### config.mk
export PLATFORM = sky130hd
export DESIGN_NAME = serial_add_ctrl_flat
export DESIGN_NICKNAME = d
export VERILOG_FILES = /design/src/rtl/serial_add_pkg.sv /design/src/rtl/serial_add_ctrl_if.sv /design/src/rtl/serial_add_ctrl_full_adder_cell.sv /design/src/rtl/serial_add_ctrl.sv /design/src/flat_wrapper.sv
export SDC_FILE = /design/constraint.sdc
export NUM_CORES = 1
export LEC_CHECK = 0
export ABC_AREA = 1
export CORE_ASPECT_RATIO = 2
export CORE_MARGIN = 10
export CORE_UTILIZATION = 45
export DETAILED_ROUTE_END_ITERATION = 16
export HOLD_SLACK_MARGIN = 0.08
export PLACE_DENSITY_LB_ADDON = 0.2
export SLEW_MARGIN = 20
export SYNTH_ARGS = -nofsm -noshare
export SYNTH_HDL_FRONTEND = slang
export SYNTH_SLANG_ARGS = --single-unit
### constraint.sdc
create_clock -name clk -period 2.4 [get_ports clk]
set_input_delay 0.72 -clock clk [delete_from_list [all_inputs] [get_ports clk]]
set_output_delay 0.72 -clock clk [all_outputs]
set_load 0.03 [all_outputs]
### src/rtl/serial_add_pkg.sv
// Shared types and constants for the bit-serial add/sub controller.
package serial_add_pkg;

    localparam int DEFAULT_WIDTH = 8;

    typedef enum logic [1:0] {
        IDLE = 2'd0,
        RUN  = 2'd1,
        DONE = 2'd2
    } state_t;

endpackage

### src/rtl/serial_add_ctrl_if.sv
// Requester-side handshake and operand/result bus of the serial adder.
interface serial_add_ctrl_if
    import serial_add_pkg::*;
#(
    parameter int WIDTH = DEFAULT_WIDTH
);
    logic             start;
    logic             sub;
    logic [WIDTH-1:0] a;
    logic [WIDTH-1:0] b;
    logic             cin;
    logic             busy;
    logic             done;
    logic [WIDTH-1:0] sum;
    logic             cout;
    logic             ovf;

    // requester drives the operation, reads back status and result
    modport master (
        output start, sub, a, b, cin,
        input  busy, done, sum, cout, ovf
    );

    // controller side
    modport slave (
        input  start, sub, a, b, cin,
        output busy, done, sum, cout, ovf
    );

endinterface

### src/rtl/serial_add_ctrl_full_adder_cell.sv
// One-bit full adder, the single arithmetic cell time-shared over all bits.
module full_adder_cell (
    input  logic a,
    input  logic b,
    input  logic cin,
    output logic s,
    output logic cout
);

    // plain sum and majority carry
    always_comb begin
        s    = a ^ b ^ cin;
        cout = (a & b) | (a & cin) | (b & cin);
    end

endmodule

### src/rtl/serial_add_ctrl.sv
// Bit-serial adder/subtractor controller: latches operands, walks the shared
// full-adder cell over WIDTH bits LSB first, then reports sum/cout/ovf.
module serial_add_ctrl
    import serial_add_pkg::*;
#(
    parameter int WIDTH = DEFAULT_WIDTH
) (
    input  logic               clk,
    input  logic               reset,
    serial_add_ctrl_if.slave   bus
);

    localparam int CW = (WIDTH > 1) ? $clog2(WIDTH) : 1;

    state_t           state;
    state_t           state_next;
    logic [CW-1:0]    count;
    logic [WIDTH-1:0] op_a;
    logic [WIDTH-1:0] op_b;
    logic             carry;
    // bits already produced; the newest bit is prepended each RUN cycle
    logic [WIDTH-2:0] res;
    logic [WIDTH-1:0] res_next;
    logic [WIDTH-1:0] sum_q;
    logic             cout_q;
    logic             ovf_q;
    logic             cell_s;
    logic             cell_cout;
    logic             accept;
    logic             last;

    // DONE accepts a new start exactly like IDLE; RUN never does
    assign accept   = (state != RUN) && bus.start;
    assign last     = (state == RUN) && (count == CW'(WIDTH - 1));
    assign res_next = {cell_s, res};

    full_adder_cell u_cell (
        .a    (op_a[0]),
        .b    (op_b[0]),
        .cin  (carry),
        .s    (cell_s),
        .cout (cell_cout)
    );

    // state register
    always_ff @(posedge clk) begin
        if (reset) state <= IDLE;
        else       state <= state_next;
    end

    // next-state logic
    always_comb begin
        state_next = state;
        case (state)
            IDLE:    if (bus.start) state_next = RUN;
            RUN:     if (last)      state_next = DONE;
            DONE:    state_next = bus.start ? RUN : IDLE;
            default: state_next = IDLE;
        endcase
    end

    // operand/carry/count sequencing and result capture
    always_ff @(posedge clk) begin
        if (reset) begin
            count  <= '0;
            op_a   <= '0;
            op_b   <= '0;
            carry  <= 1'b0;
            res    <= '0;
            sum_q  <= '0;
            cout_q <= 1'b0;
            ovf_q  <= 1'b0;
        end else if (accept) begin
            // subtraction is a + ~b + 1, so cin is forced high
            op_a  <= bus.a;
            op_b  <= bus.sub ? ~bus.b : bus.b;
            carry <= bus.sub ? 1'b1 : bus.cin;
            count <= '0;
        end else if (state == RUN) begin
            op_a  <= op_a >> 1;
            op_b  <= op_b >> 1;
            carry <= cell_cout;
            res   <= res_next[WIDTH-1:1];
            if (last) begin
                // carry register still holds the carry into the MSB here
                sum_q  <= res_next;
                cout_q <= cell_cout;
                ovf_q  <= carry ^ cell_cout;
                count  <= '0;
            end else begin
                count <= count + 1'b1;
            end
        end
    end

    assign bus.busy = (state == RUN);
    assign bus.done = (state == DONE);
    assign bus.sum  = sum_q;
    assign bus.cout = cout_q;
    assign bus.ovf  = ovf_q;

endmodule

### src/flat_wrapper.sv
// flat-port wrapper written by rule: the top's interface ports become plain ports
module serial_add_ctrl_flat import serial_add_pkg::*;
#(
    parameter int WIDTH = DEFAULT_WIDTH
)
  (clk, reset, bus_start, bus_sub, bus_a, bus_b, bus_cin, bus_busy, bus_done, bus_sum, bus_cout, bus_ovf);
  serial_add_ctrl_if #(.WIDTH(WIDTH)) bus_i ();
  input  logic clk;
  input  logic reset;
  input wire logic [$bits(bus_i.start)-1:0] bus_start;
  input wire logic [$bits(bus_i.sub)-1:0] bus_sub;
  input wire logic [$bits(bus_i.a)-1:0] bus_a;
  input wire logic [$bits(bus_i.b)-1:0] bus_b;
  input wire logic [$bits(bus_i.cin)-1:0] bus_cin;
  output wire logic [$bits(bus_i.busy)-1:0] bus_busy;
  output wire logic [$bits(bus_i.done)-1:0] bus_done;
  output wire logic [$bits(bus_i.sum)-1:0] bus_sum;
  output wire logic [$bits(bus_i.cout)-1:0] bus_cout;
  output wire logic [$bits(bus_i.ovf)-1:0] bus_ovf;
  assign bus_i.start = bus_start;
  assign bus_i.sub = bus_sub;
  assign bus_i.a = bus_a;
  assign bus_i.b = bus_b;
  assign bus_i.cin = bus_cin;
  assign bus_busy = bus_i.busy;
  assign bus_done = bus_i.done;
  assign bus_sum = bus_i.sum;
  assign bus_cout = bus_i.cout;
  assign bus_ovf = bus_i.ovf;
  serial_add_ctrl #(.WIDTH(WIDTH)) u_core (.clk(clk), .reset(reset), .bus(bus_i));
endmodule
==> results of run 1 <==
area by class of cell:
| cell class | instances | area, um2 |
|---|---|---|
| Clock buffer | 5 | 68.8 |
| Clock inverter | 3 | 43.8 |
| Fill cell | 375 | 1600 |
| Inverter | 19 | 71.3 |
| Multi-Input combinational cell | 169 | 821 |
| Sequential cell | 39 | 781 |
| Tap cell | 51 | 63.8 |
| Timing Repair Buffer | 37 | 358 |
per-layer routing:
metal / GRT usage [%] / vias to the layer above / part of all wire, %
met5: 0 / - / 0
met4: 5.35 / 0 / 1.0
met3: 3.83 / 2 / 4.4
met2: 21.5 / 24 / 55
met1: 11.2 / 711 / 40
li1: - / 813 / -
worst max-delay path, delay by kind of cell, from the launching register on:
| family | cells | cell delay, ns |
|---|---|---|
| AND/OR/NAND/NOR | 1 | 0.10 |
| buffers and inverters | 2 | 0.78 |
| flip-flops | 1 | 0.38 |
registers in the layout, indices dropped and copies added, names as in the netlist:
signal           count
u_core.op_a          8
u_core.bus.sum       8
u_core.res           7
u_core.count         3
u_core.carry         1
u_core.bus.cout      1
u_core.state         2
u_core.bus.ovf       1
u_core.op_b          8
metrics by stage:
step	total power (W)	setup WS [ns]	hold slack, ns	cells
final	0.00143	0.136	0.464	323
after global routing	0.00150	0.00913	0.474	323
after CTS	0.00145	0.111	0.466	323
after detailed placement	0.000906	0.348	0.454	315
after global placement	0.000903	0.354	0.452	315
after floorplan	0.000842	0.829	0.430	238
how the worst min path moves through the flow:
| stage | from | end | slack [ns] | cells past startpoint |
|---|---|---|---|---|
| 2_1_floorplan | u_core.res[5] | u_core.bus.sum[5] | 0.43 | 2 |
| 3_3_place_gp | u_core.count[1] | u_core.count[1] | 0.45 | 2 |
| 3_5_place_dp | u_core.op_a[7] | u_core.op_a[7] | 0.45 | 2 |
| 4_1_cts | u_core.op_a[7] | u_core.op_a[7] | 0.47 | 2 |
| 5_1_grt | u_core.op_a[7] | u_core.op_a[7] | 0.47 | 2 |
| 6_report | u_core.op_a[7] | u_core.op_a[7] | 0.46 | 2 |
power by group through the flow:
stage	combinational, W	clock, W	sequential, W
after floorplan	0.000131	0	0.000711
after global placement	0.000186	0	0.000717
after detailed placement	0.000189	0	0.000717
after CTS	0.000190	0.000554	0.000702
after global routing	0.000213	0.000579	0.000706
final	0.000187	0.000541	0.000702
cells in the final DEF, fill, tap and decap left out, types with 2 or more instances in the layout:
cell,netlist,layout
sky130_fd_sc_hd__nand2_1,55,55
sky130_fd_sc_hd__nand3_1,39,39
sky130_fd_sc_hd__dfxtp_1,39,39
sky130_fd_sc_hd__nor2_1,38,38
sky130_fd_sc_hd__clkdlybuf4s50_1,0,32
sky130_fd_sc_hd__inv_1,15,15
sky130_fd_sc_hd__o21ai_0,10,10
sky130_fd_sc_hd__a21oi_1,7,7
sky130_fd_sc_hd__xnor2_1,7,7
sky130_fd_sc_hd__clkbuf_8,0,5
sky130_fd_sc_hd__buf_4,1,5
sky130_fd_sc_hd__inv_2,3,3
sky130_fd_sc_hd__nor2_4,2,2
sky130_fd_sc_hd__nand2_2,2,2
sky130_fd_sc_hd__xor2_1,2,2
sky130_fd_sc_hd__ha_1,2,2
cell families after synthesis:
group                    synth area share (%)
flip-flops                               44.8
buffers and inverters                    8.05
adder cells (fa/ha/maj)                  2.59
AO/OA/AOI/OAI                            5.32
AND/OR/NAND/NOR                          34.7
XOR/XNOR                                 4.53
==> insert_results.sql, run 1 <==
INSERT INTO impl_metrics (metric_group, metric, value, unit) VALUES
('placed_design', 'dp_hpwl', '2810', 'um'),
('setup_path', 'worst-setup-path-type', 'flip-flop to primary output', ''),
('floorplanning', 'die_area', '0.00691', 'mm2'),
('worst_hold_path', 'tightest_hold_check_type', 'flip-flop to flip-flop', ''),
('clocking', 'worstSkewPairLatency', '0.29', 'ns'),
('layout', 'post-route-util', '58.0', '%'),
('clocking', 'post_cts_resize_count', '0', ''),
('layout', 'num-nets-final', '295', ''),
('setup_path', 'cp_cell_sequence', 'inv_1, nor2_1, clkdlybuf4s50_1', ''),
('setup_path', 'cp-end-kind', 'primary output', ''),
('power_and_ir_drop', 'p_switching', '0.000356', 'W'),
('power_and_ir_drop', 'power.ir.vdd_worst', '0.502', 'mV'),
('setup_path', 'max_stage_delay', '0.68', 'ns'),
('clocking', 'cts_made_buffers', '5', ''),
('floorplanning', 'io-pin-count', '33', ''),
('setup_path', 'critical_path.max_fanout', '2', ''),
('timing', 'fin_skew', '0.00808', 'ns'),
('setup_path', 'cp.required', '1.68', 'ns'),
('global_routing', 'maximum_number_of_pins_on_one_net_before_global_route_repair', '37', ''),
('logic_synthesis', 'synth_enable_flop_cells', '0', ''),
('clocking', 'clock_tree.htree_level_count', '2', ''),
('timing', 'post-route-period-util', '94.3', '%'),
('clocking', 'cts_hold_buf', '0', ''),
('logic_synthesis', 'yosysMostFrequentCell', 'sky130_fd_sc_hd__nand2_1', ''),
('route', 'drc', '0', ''),
('route', 'drt-vias-per-instance', '4.80', ''),
('setup_path', 'critPathSlowestCell', 'sky130_fd_sc_hd__clkdlybuf4s50_1', ''),
('timing', 'achievable-frequency', '0.442', 'GHz'),
('timing', 'worst_pin_slew', '0.530', 'ns'),
('placed_design', 'gp_routability_congestion', '0.780', ''),
('logic_synthesis', 'synthDominantCellAreaShare', '44.8', '%'),
('timing', 'setup_violations', '0', ''),
('clocking', 'post_cts_buffers', '0', ''),
('layout', 'design_area', '0.00221', 'mm2'),
('power_and_ir_drop', 'share_seq_of_total_power', '49.1', '%'),
('timing', 'finalCriticalPeriod', '2.26', 'ns'),
('logic_synthesis', 'ys_dominant_reg_cell', 'sky130_fd_sc_hd__dfxtp_1', ''),
('power_and_ir_drop', 'power_switching_share', '24.9', '%'),
('placed_design', 'port_buffers', '32', ''),
('route', 'route.vias.total', '1550', ''),
('route', 'routedWlPerCell', '11.8', 'um'),
('route', 'drt_pass1_iterations', '4', ''),
('setup_path', 'cp_data_arrival_time', '1.54', 'ns'),
('floorplanning', 'start_util', '45.8', '%'),
('power_and_ir_drop', 'power_leakage', '1.00', 'nW'),
('timing', 'final-hold-violation-count', '0', ''),
('global_routing', 'gr-usage-all-layers', '11.6', '%'),
('floorplanning', 'die_height', '108', 'um'),
('logic_synthesis', 'synthesis.instances', '238', ''),
('logic_synthesis', 'async_reset_ff_share', '0', '%'),
('power_and_ir_drop', 'power.density_cell_area', '648', 'mW/mm2'),
('global_routing', 'total_gr_overflow', '0', ''),
('clocking', 'cts_num_sinks', '39', ''),
('timing', 'grt_setup_unrepaired', 'no', ''),
('floorplanning', 'rows', '32', ''),
('clocking', 'path_clk_slew', '0.08', 'ns'),
('logic_synthesis', 'synth.distinct_cells', '23', ''),
('run', 'cap_viol_max_count', '0', ''),
('route', 'drtIter0Drc', '50', ''),
('logic_synthesis', 'summed_instance_area_of_the_synthesized_netlist', '0.00174', 'mm2'),
('outcome', 'status', 'completed', ''),
('setup_path', 'cp-startpoint', 'u_core.state[1]', ''),
('timing', 'relSlewSlack', '64.6', '%'),
('logic_synthesis', 'syn_area_per_cell', '7.32', 'um2'),
('logic_synthesis', 'ys_seq_elements', '39', ''),
('logic_synthesis', 'yosysWarnings', '0', ''),
('layout', 'area_delta_synth_final', '26.7', '%'),
('setup_path', 'reg2reg_depth', '6', ''),
('route', 'wl', '3830', 'um'),
('logic_synthesis', 'netlist_top_cells_area', 'sky130_fd_sc_hd__dfxtp_1 45%, sky130_fd_sc_hd__nand2_1 12%, sky130_fd_sc_hd__nand3_1 11%, sky130_fd_sc_hd__nor2_1 8.2%, sky130_fd_sc_hd__xnor2_1 3.5%', ''),
('logic_synthesis', 'yosys.area.top_type', 'sky130_fd_sc_hd__dfxtp_1', '');
Power figures use the tool's default switching activity.
==> run 2: changes to the inputs <==
- SETUP_SLACK_MARGIN: default -> 0.4
==> run 2 against run 1 <==
Non-clock buffer count stayed put; fmax is 26% higher; clock-buffer cell count stayed put; sequential cell count stayed put; sequential share of layout area is 0.36 points higher; largest cell class unchanged.
==> insert_results.sql, run 2 (synthesis gave the netlist of run 1 again) <==
INSERT INTO impl_metrics (metric_group, metric, value, unit) VALUES
('clocking', 'clock_tree.htree_level_count', '2', ''),
('global_routing', 'total_gr_overflow', '0', ''),
('timing', 'setup_violations', '0', ''),
('timing', 'final-hold-violation-count', '0', ''),
('floorplanning', 'die_height', '108', 'um'),
('global_routing', 'gr-usage-all-layers', '11.6', '%'),
('setup_path', 'type_of_origin_of_the_critical_path', 'flip-flop', ''),
('route', 'routedWlPerCell', '11.9', 'um'),
('clocking', 'cts_num_sinks', '39', ''),
('global_routing', 'antenna_found_initial', '0', ''),
('timing', 'post-route-period-util', '75.0', '%'),
('floorplanning', 'io-pin-count', '33', ''),
('outcome', 'status', 'completed', ''),
('global_routing', 'grt_pass1_wl', '6530', 'um'),
('power_and_ir_drop', 'power_leakage', '1.05', 'nW'),
('timing', 'worst_pin_slew', '0.531', 'ns'),
('placed_design', 'dp_hpwl', '2810', 'um'),
('setup_path', 'cp-end-kind', 'primary output', ''),
('setup_path', 'cp_cell_sequence', 'inv_1, nor2_1, clkbuf_2', ''),
('floorplanning', 'die_w', '64.0', 'um'),
('placed_design', 'gp_routability_congestion', '0.780', ''),
('setup_path', 'critPathSlowestCell', 'sky130_fd_sc_hd__dfxtp_1', ''),
('clocking', 'cts_tree', 'built', ''),
('placed_design', 'port_buffers', '32', ''),
('global_routing', 'first_global_vias', '1474', ''),
('setup_path', 'worst-path-buf-inv', '2', ''),
('timing', 'grt_setup_unrepaired', 'no', ''),
('timing', 'relSlewSlack', '64.6', '%'),
('setup_path', 'worst-setup-path-type', 'flip-flop to primary output', ''),
('setup_path', 'critical_path.max_fanout', '2', ''),
('route', 'drt-vias-per-instance', '4.81', ''),
('layout', 'fill_cells', '379', ''),
('timing', 'finalMaxSlewViolations', '0', ''),
('floorplanning', 'rows', '32', ''),
('timing', 'achievable-frequency', '0.556', 'GHz'),
('timing', 'fin_skew', '0.00802', 'ns'),
('setup_path', 'max_stage_delay', '0.39', 'ns'),
('setup_path', 'cp_top_family', 'flip-flops', ''),
('setup_path', 'cp.required', '1.68', 'ns'),
('setup_path', 'cp_data_arrival_time', '1.08', 'ns'),
('worst_hold_path', 'tightest_hold_check_type', 'flip-flop to flip-flop', ''),
('route', 'route.antenna.remaining_nets', '0', ''),
('route', 'drt_pass1_iterations', '4', ''),
('run', 'cap_viol_max_count', '0', ''),
('global_routing', 'grt_util_met2', '21.5', '%'),
('route', 'route.vias.total', '1555', ''),
('timing', 'hold_slack', '0.464', 'ns'),
('route', 'drtIter0Drc', '48', ''),
('floorplanning', 'die_area', '0.00691', 'mm2'),
('layout', 'num-nets-final', '295', ''),
('clocking', 'cts_made_buffers', '5', ''),
('power_and_ir_drop', 'power.ir.vdd_worst', '0.502', 'mV'),
('timing', 'finalCriticalPeriod', '1.80', 'ns'),
('route', 'drc', '0', ''),
('clocking', 'worstSkewPairLatency', '0.29', 'ns'),
('timing', 'timing.setup.tns', '0', 'ns'),
('layout', 'final_common_cell', 'sky130_fd_sc_hd__nand2_1', ''),
('clocking', 'path_clk_slew', '0.08', 'ns'),
('global_routing', 'gr-max-usage-layer', 'met2', ''),
('layout', 'drive_gt1_share', '8.82', '%'),
('floorplanning', 'start_util', '45.8', '%'),
('route', 'wl', '3850', 'um'),
('global_routing', 'm1_gr_usage', '11.2', '%'),
('clocking', 'cts_hold_buf', '0', ''),
('layout', 'area_delta_synth_final', '25.4', '%'),
('layout', 'commonest_non_fill_non_tap_cells_in_the_layout', '55 x sky130_fd_sc_hd__nand2_1, 39 x sky130_fd_sc_hd__nand3_1, 39 x sky130_fd_sc_hd__dfxtp_1', ''),
('global_routing', 'grtUsageMet3', '3.83', '%'),
('clocking', 'ctsLongestPathBuffers', '2', ''),
('clocking', 'clk_root_buffer_cell', 'sky130_fd_sc_hd__clkbuf_8', ''),
('global_routing', 'maximum_number_of_pins_on_one_net_before_global_route_repair', '37', ''),
('power_and_ir_drop', 'power.density_cell_area', '654', 'mW/mm2'),
('layout', 'antenna-diode-count', '0', ''),
('floorplanning', 'floorplan.core_area', '0.00380', 'mm2');
-- run 2: cell types whose count changed in the layout (fill, tap and decap cells not counted), sizes merged --
cell	previous run	this run
clkbuf	5	7
clkdlybuf4s50	32	20
dlygate4sd2	0	10
-- run 2: through the flow --
step | utilization [%] | instances | total power, W | cell area [um2] | setup WS, ns
final | 57.4 | 323 | 0.00143 | 2180 | 0.600
after global routing | 57.4 | 323 | 0.00150 | 2180 | 0.484
after CTS | 57.7 | 323 | 0.00145 | 2190 | 0.391
after detailed placement | 55.1 | 315 | 0.000906 | 2090 | 0.348
after global placement | 55.1 | 315 | 0.000903 | 2090 | 0.354
after floorplan | - | 238 | 0.000842 | 1740 | 0.829
-- run 2: area by class of cell --
class                   instances  area [um2]  share of cell area (%)
flip-flops and latches         39         781                    35.7
multi-input cells             169         821                    37.6
clock inverters                 3        43.8                    2.00
repair buffers                 37         335                    15.3
well taps                      51        63.8                    2.92
inverters                      19        71.3                    3.26
clock buffers                   5        68.8                    3.15
-- run 2: layer usage --
metal,vias up,share of wire (%)
li1,813,-
met2,22,54
met3,2,4.3
met4,0,1.0
met1,718,40
met5,-,0
-- run 2: timing repair --
| action | 4_1_cts | 5_1_grt |
|---|---|---|
| setup endpoints to repair | 12 | 2 |
| resized for setup | 13 | 3 |
| buffers inserted | 0 | 0 |
-- run 2: worst reg2reg max path: cells and delay by family, from the launching register on --
kind,cells,cell delay (ns)
AO/OA/AOI/OAI,1,0.12
buffers and inverters,2,0.23
flip-flops,1,0.39
AND/OR/NAND/NOR,3,0.60
-- run 2: final timing paths --
path,start,endpoint,slack (ns),cells past startpoint
max reg2reg,u_core.state[1],u_core.op_b[7],1.01,6
max,u_core.state[1],bus_done,0.60,3
min,u_core.op_a[7],u_core.op_a[7],0.46,2
min reg2reg,u_core.op_a[7],u_core.op_a[7],0.46,2
-- run 2: where the power goes --
part           leakage (nW)  total, W  internal [W]  switching (W)
combinational         0.678  0.000186     0.0000835       0.000103
sequential            0.319  0.000702      0.000680      0.0000224
clock                0.0581  0.000542      0.000309       0.000232
==> edit 1 (flow settings as in run 2) <==
The package constant `DEFAULT_WIDTH` goes from 8 to 32.
--- a/src/rtl/serial_add_pkg.sv
+++ b/src/rtl/serial_add_pkg.sv
@@ -1,7 +1,7 @@
 // Shared types and constants for the bit-serial add/sub controller.
 package serial_add_pkg;
 
-    localparam int DEFAULT_WIDTH = 8;
+    localparam int DEFAULT_WIDTH = 32;
 
     typedef enum logic [1:0] {
         IDLE = 2'd0,
Ports: changed (resized bus_a, bus_b and bus_sum); port bits go from 33 to 105. No check against the original RTL was run, so the function may have changed too.
==> edit 1 against run 2 <==
  * Design area rose to 3.5 times the old value
  * Cell count rose to 3.5 times the old value
  * Register-to-register slack got worse by 0.43 ns
  * Critical path depth did not move
  * Sequential cell count rose by 98
  * Worst setup slack got worse by 0.16 ns
  * Total power rose to 4.1 times the old value
  * Die area rose to 2.7 times the old value
  * Largest cell class unchanged
  * Wire length rose to 3.7 times the old value
  * Fmax fell by 8.1%
  * Area after synthesis rose to 3.5 times the old value
==> edit 1: results (changes against run 2) <==
.. list-table::
   :header-rows: 1

   * - Metric
     - Value
   * - Status
     - complete, no violations
   * - Skew-Pair Late Insertion Delay
     - 0.41 ns (+0.12 ns)
   * - Global-route wire length before repair
     - 23.9 mm (+270%)
   * - Number of cells produced by synthesis
     - 883 (+270%)
   * - Met1 routed wirelength after detailed routing
     - 5.89 mm (+280%)
   * - Vias after detailed routing
     - 5603 (+260%)
   * - H-tree level count
     - 4 (+2)
   * - Setup bufs post-CTS
     - 0 (unchanged)
   * - Clock input transition at the sequential cells of the worst setup and hold paths
     - 0.06 ns (-0.02 ns)
   * - First-pass DRT Iterations
     - 5 (+1)
   * - Hold WC Path Type
     - reg -> reg
   * - Worst-margin pin slew
     - 0.446 ns (-0.0852 ns)
   * - Hold worst-path end
     - u_core.bus.sum[18]
   * - Number of input and output port buffers inserted
     - 104 (+230%)
   * - Synthesized Nets
     - 955 (+260%)
   * - Placed cell count
     - 1094 (+250%)
   * - Part of the Yosys area used for sequential elements
     - 45.1% (+0.32 points)
   * - Setup clock skew after layout
     - 0.00846 ns (+0.000443 ns)
   * - Inserted Diodes
     - 0 (unchanged)
   * - Largest net degree at the start of global routing
     - 96 (+160%)
   * - Leakage
     - 3.78 nW (+260%)
   * - Number of antenna violations at the first check in global routing
     - 0 (unchanged)
   * - Path depth of the worst reg2reg path
     - 10 (+4)
   * - Via density per instance
     - 4.98 (+3.5%)
   * - Per-cell routed wire length
     - 12.6 microns (+6.0%)
   * - Origin of the critical flop-to-flop path
     - u_core.count[0]
   * - Clock Path Buffers
     - 2 (unchanged)
   * - Met3 routed WL
     - 708 microns (+320%)
   * - Arrival time of data at the critical path endpoint
     - 1.24 ns (+0.16 ns)
   * - Fraction of layout cells with a size suffix above 1
     - 5.98% (-2.8 points)
   * - Root buffer selected by CTS
     - sky130_fd_sc_hd__clkbuf_16
   * - Vias in the first global route
     - 5265 (+260%)
   * - Most used standard cells in the synthesized netlist
     - sky130_fd_sc_hd__nand2_1 (232), sky130_fd_sc_hd__nor2_1 (165), sky130_fd_sc_hd__nand3_1 (161), sky130_fd_sc_hd__dfxtp_1 (137), sky130_fd_sc_hd__inv_1 (46)
   * - Worst vdd ir
     - 0.000543 V (+8.0%)
   * - Initial DRC Count
     - 223 (+360%)
   * - Number of fill cells in the layout
     - 1305 (+240%)
   * - Detailed placement HPWL
     - 9.37 mm (+230%)
   * - Final net count
     - 1030 (+250%)
   * - Number of clock buffers inserted by TritonCTS
     - 17 (+12)
   * - Global placer's final weighted congestion
     - 0.798 (+2.3%)
==> edit 1: routing by layer <==
layer  vias to the layer above  GRT usage (%)
li1                       2917              -
met1                      2555           16.6
met2                       114           27.6
met3                        17           3.90
met4                         0           6.36
met5                         -              0
==> edit 1: report_power, final <==
| part | total (mW) | switching (mW) | internal (mW) |
|---|---|---|---|
| logic | 0.661 | 0.367 | 0.294 |
| registers | 2.48 | 0.0751 | 2.40 |
| clock network | 2.77 | 0.995 | 1.77 |
| total | 5.90 | 1.44 | 4.47 |
==> edit 1: repair_timing <==
item	in CTS	in global routing
cloned	0	0
gates resized for setup	35	6
endpoints found under the setup margin	35	34
==> edit 1: tightest hold or removal path, cell delays in order, from the launching register on <==
cell and delay, ns:
sky130_fd_sc_hd__dfxtp_1 0.31, sky130_fd_sc_hd__nand2_1 0.06, sky130_fd_sc_hd__nand2_1 0.04
==> edit 1: worst max-delay path by stage <==
stage	start	end	slack (ns)	depth (start not counted)
floorplan	u_core.state[0]	bus_busy	0.76	4
global placement	reset	u_core.bus.sum[4]	0.30	6
detailed placement	reset	u_core.bus.sum[4]	0.31	6
CTS	u_core.state[1]	bus_done	0.24	3
global route	u_core.count[0]	u_core.bus.sum[5]	0.38	10
finish	u_core.state[1]	bus_done	0.44	3
==> edit 1: stage by stage <==
step	setup slack, ns	cell area [sq um]	hold slack [ns]
floorplan	0.758	6070	0.435
global placement	0.303	7140	0.445
detailed placement	0.307	7140	0.449
CTS	0.239	7720	0.459
global route	0.375	7730	0.480
finish	0.442	7730	0.455
==> edit 1: kinds of logic after synthesis <==
kind of cell | Yosys count | synth area share [%]
adder cells (fa/ha/maj) | 3 | 0.741
flip-flops | 137 | 45.1
buffers and inverters | 114 | 8.61
AO/OA/AOI/OAI | 41 | 3.42
AND/OR/NAND/NOR | 563 | 38.5
XOR/XNOR | 25 | 3.60
==> edit 1: final cells by class <==
class,count,area share (%)
inverters,53,2.64
flip-flops and latches,137,35.5
repair buffers,117,14.8
clock inverters,13,2.48
clock buffers,18,5.68
well taps,155,2.51
multi-input cells,632,36.4
==> edit 2 (flow settings as in run 2) <==
Made on the original files. Encoding of `state_t`: now one-hot (3 bits for 3 states).
--- a/src/rtl/serial_add_pkg.sv
+++ b/src/rtl/serial_add_pkg.sv
@@ -3,10 +3,10 @@
 
     localparam int DEFAULT_WIDTH = 8;
 
-    typedef enum logic [1:0] {
-        IDLE = 2'd0,
-        RUN  = 2'd1,
-        DONE = 2'd2
+    typedef enum logic [2:0] {
+        IDLE = 3'b001,
+        RUN  = 3'b010,
+        DONE = 3'b100
     } state_t;
 
 endpackage
Function: same outputs for any inputs over 10 cycles, from zero or initial values and one cycle with reset high; not proved beyond that.
==> edit 2 against run 2 <==
  * Synthesized cell count is 13% higher
  * Wire length is 17% higher
  * Count of clock-buffer cells in the layout is 3 higher
  * Worst setup slack lost 0.070 ns
  * Design area grew 6.4%
  * Sequential cell count grew 1
  * Die area rose by 7.0%
  * Area after synthesis is 9.3% higher
  * Total power fell by 0.75%
  * Highest routed layer unchanged
==> edit 2: results (changes against run 2) <==
.. list-table::
   :header-rows: 1

   * - Metric
     - Value
   * - Status
     - complete, no violations
   * - Most area-consuming cells after synthesis
     - sky130_fd_sc_hd__dfxtp_1 (42%), sky130_fd_sc_hd__nand3_1 (17%), sky130_fd_sc_hd__nand2_1 (12%)
   * - Skew-Pair Late Insertion Delay
     - 0.29 ns (about the same)
   * - Yosys cell types
     - 22 (-4.3%)
   * - Synthesized Nets
     - 293 (+12%)
   * - Number of antenna violations at the first check in global routing
     - 0 (unchanged)
   * - Root buffer selected by CTS
     - sky130_fd_sc_hd__clkbuf_8
   * - Vias in the first global route
     - 1865 (+27%)
   * - Fraction of layout cells with a size suffix above 1
     - 6.98% (-1.8 points)
   * - Setup clock skew after layout
     - 0.00344 ns (-0.00458 ns)
   * - Global-route wire length before repair
     - 7.94 mm (+22%)
   * - Global placer's final weighted congestion
     - 0.778 (-0.19%)
   * - Pre-CTS setup slack
     - 0.347 ns (-0.00125 ns)
   * - Most used standard cells in the synthesized netlist
     - sky130_fd_sc_hd__nand3_1 (65), sky130_fd_sc_hd__nand2_1 (60), sky130_fd_sc_hd__dfxtp_1 (40), sky130_fd_sc_hd__inv_1 (29), sky130_fd_sc_hd__nor2_1 (19)
   * - Number of input and output port buffers inserted
     - 32 (unchanged)
   * - Path depth of the worst reg2reg path
     - 7 (+1)
   * - H-tree level count
     - 2 (unchanged)
   * - Worst vdd ir
     - 0.000494 V (-1.6%)
   * - GR Util All Layers
     - 13.0% (+1.4 points)
   * - Most used flip-flop cell after synthesis
     - sky130_fd_sc_hd__dfxtp_1
   * - Share of flip-flops with an asynchronous set or reset
     - 0% (unchanged)
   * - Detailed placement HPWL
     - 3.27 mm (+16%)
   * - Slowest stage delay, CP
     - 0.36 ns (-0.03 ns)
   * - Final net count
     - 324 (+9.8%)
   * - Number of clock buffers inserted by TritonCTS
     - 5 (unchanged)
   * - First-pass DRT Iterations
     - 4 (unchanged)
   * - Largest fanout on the critical path
     - 18 (+16)
   * - CTS tree
     - built
   * - Vias after detailed routing
     - 1784 (+15%)
   * - Setup bufs post-CTS
     - 0 (unchanged)
   * - Part of the Yosys area used for sequential elements
     - 42.0% (-2.8 points)
   * - Hold depth
     - 2 (unchanged)
   * - Worst-margin pin slew
     - 0.470 ns (-0.0612 ns)
   * - Largest net degree at the start of global routing
     - 47 (+27%)
   * - Cell family with the largest share of critical-path delay
     - buffers and inverters
   * - Number of warning messages in the yosys log
     - 0 (unchanged)
   * - Inserted Diodes
     - 0 (unchanged)
   * - Clock Path Buffers
     - 2 (unchanged)
   * - Number of fill cells in the layout
     - 394 (+4.0%)
   * - Per-cell routed wire length
     - 12.7 microns (+6.7%)
   * - Clock input transition at the sequential cells of the worst setup and hold paths
     - around 0.07 ns
   * - Leakage
     - 1.16 nW (+9.9%)
   * - Hold WC Path Type
     - reg -> reg
   * - Slowest-stage cell, CP
     - sky130_fd_sc_hd__dfxtp_1
   * - Initial DRC Count
     - 75 (+56%)
edit 2: final cells by class:
class	count	share of cell area [%]
multi-input combinational	182	38.1
sequential	40	34.4
inverter	30	4.84
clock buffer	8	3.88
tap	52	2.80
timing repair buffer	41	16.0
edit 2: final timing paths:
check,start,to,slack (ns)
max,u_core.state[1],bus_busy,0.53
min,u_core.bus.sum[4],u_core.bus.sum[4],0.46
max reg2reg,u_core.state[1],u_core.bus.ovf,0.89
min reg2reg,u_core.bus.sum[4],u_core.bus.sum[4],0.46
edit 2: logic make-up (layout without fill, tap and decap cells):
| kind of cell | Yosys count | after routing | synth area share, % |
|---|---|---|---|
| flops | 40 | 40 | 42.1 |
| simple gates | 150 | 150 | 35.7 |
| xor+xnor | 2 | 2 | 0.920 |
| fa+ha+maj | 3 | 3 | 2.37 |
| buf+inv | 47 | 79 | 11.8 |
| compound gates | 27 | 27 | 7.23 |
edit 2: metrics by stage:
stage	instances	hold WS [ns]	utilization [%]	total power [mW]	area (sq um)
after floorplan	269	0.443	-	0.902	1910
after global placement	345	0.453	55.0	0.975	2250
after detailed placement	345	0.455	55.0	0.977	2250
after CTS	353	0.464	56.9	1.44	2320
after global routing	353	0.484	56.9	1.50	2320
final	353	0.458	56.9	1.42	2320
edit 2: power by group:
part / switching [mW] / internal (mW)
combinational: 0.136 / 0.101
clock: 0.222 / 0.234
sequential: 0.0265 / 0.700
edit 2: per-layer routing:
metal  wire [microns]  track usage, %  up-vias
met2             2400            24.1       31
met5                0               0        -
met3              215            3.71        6
li1                 -               -      922
met4               80            5.63        0
met1             1800            12.5      825
edit 2: repair_timing:
action / 4_1_cts / 5_1_grt
endpoints found under the setup margin: 11 / 2
hold buffers: 0 / 0
resized for setup: 11 / 3
pin swaps: 0 / 0
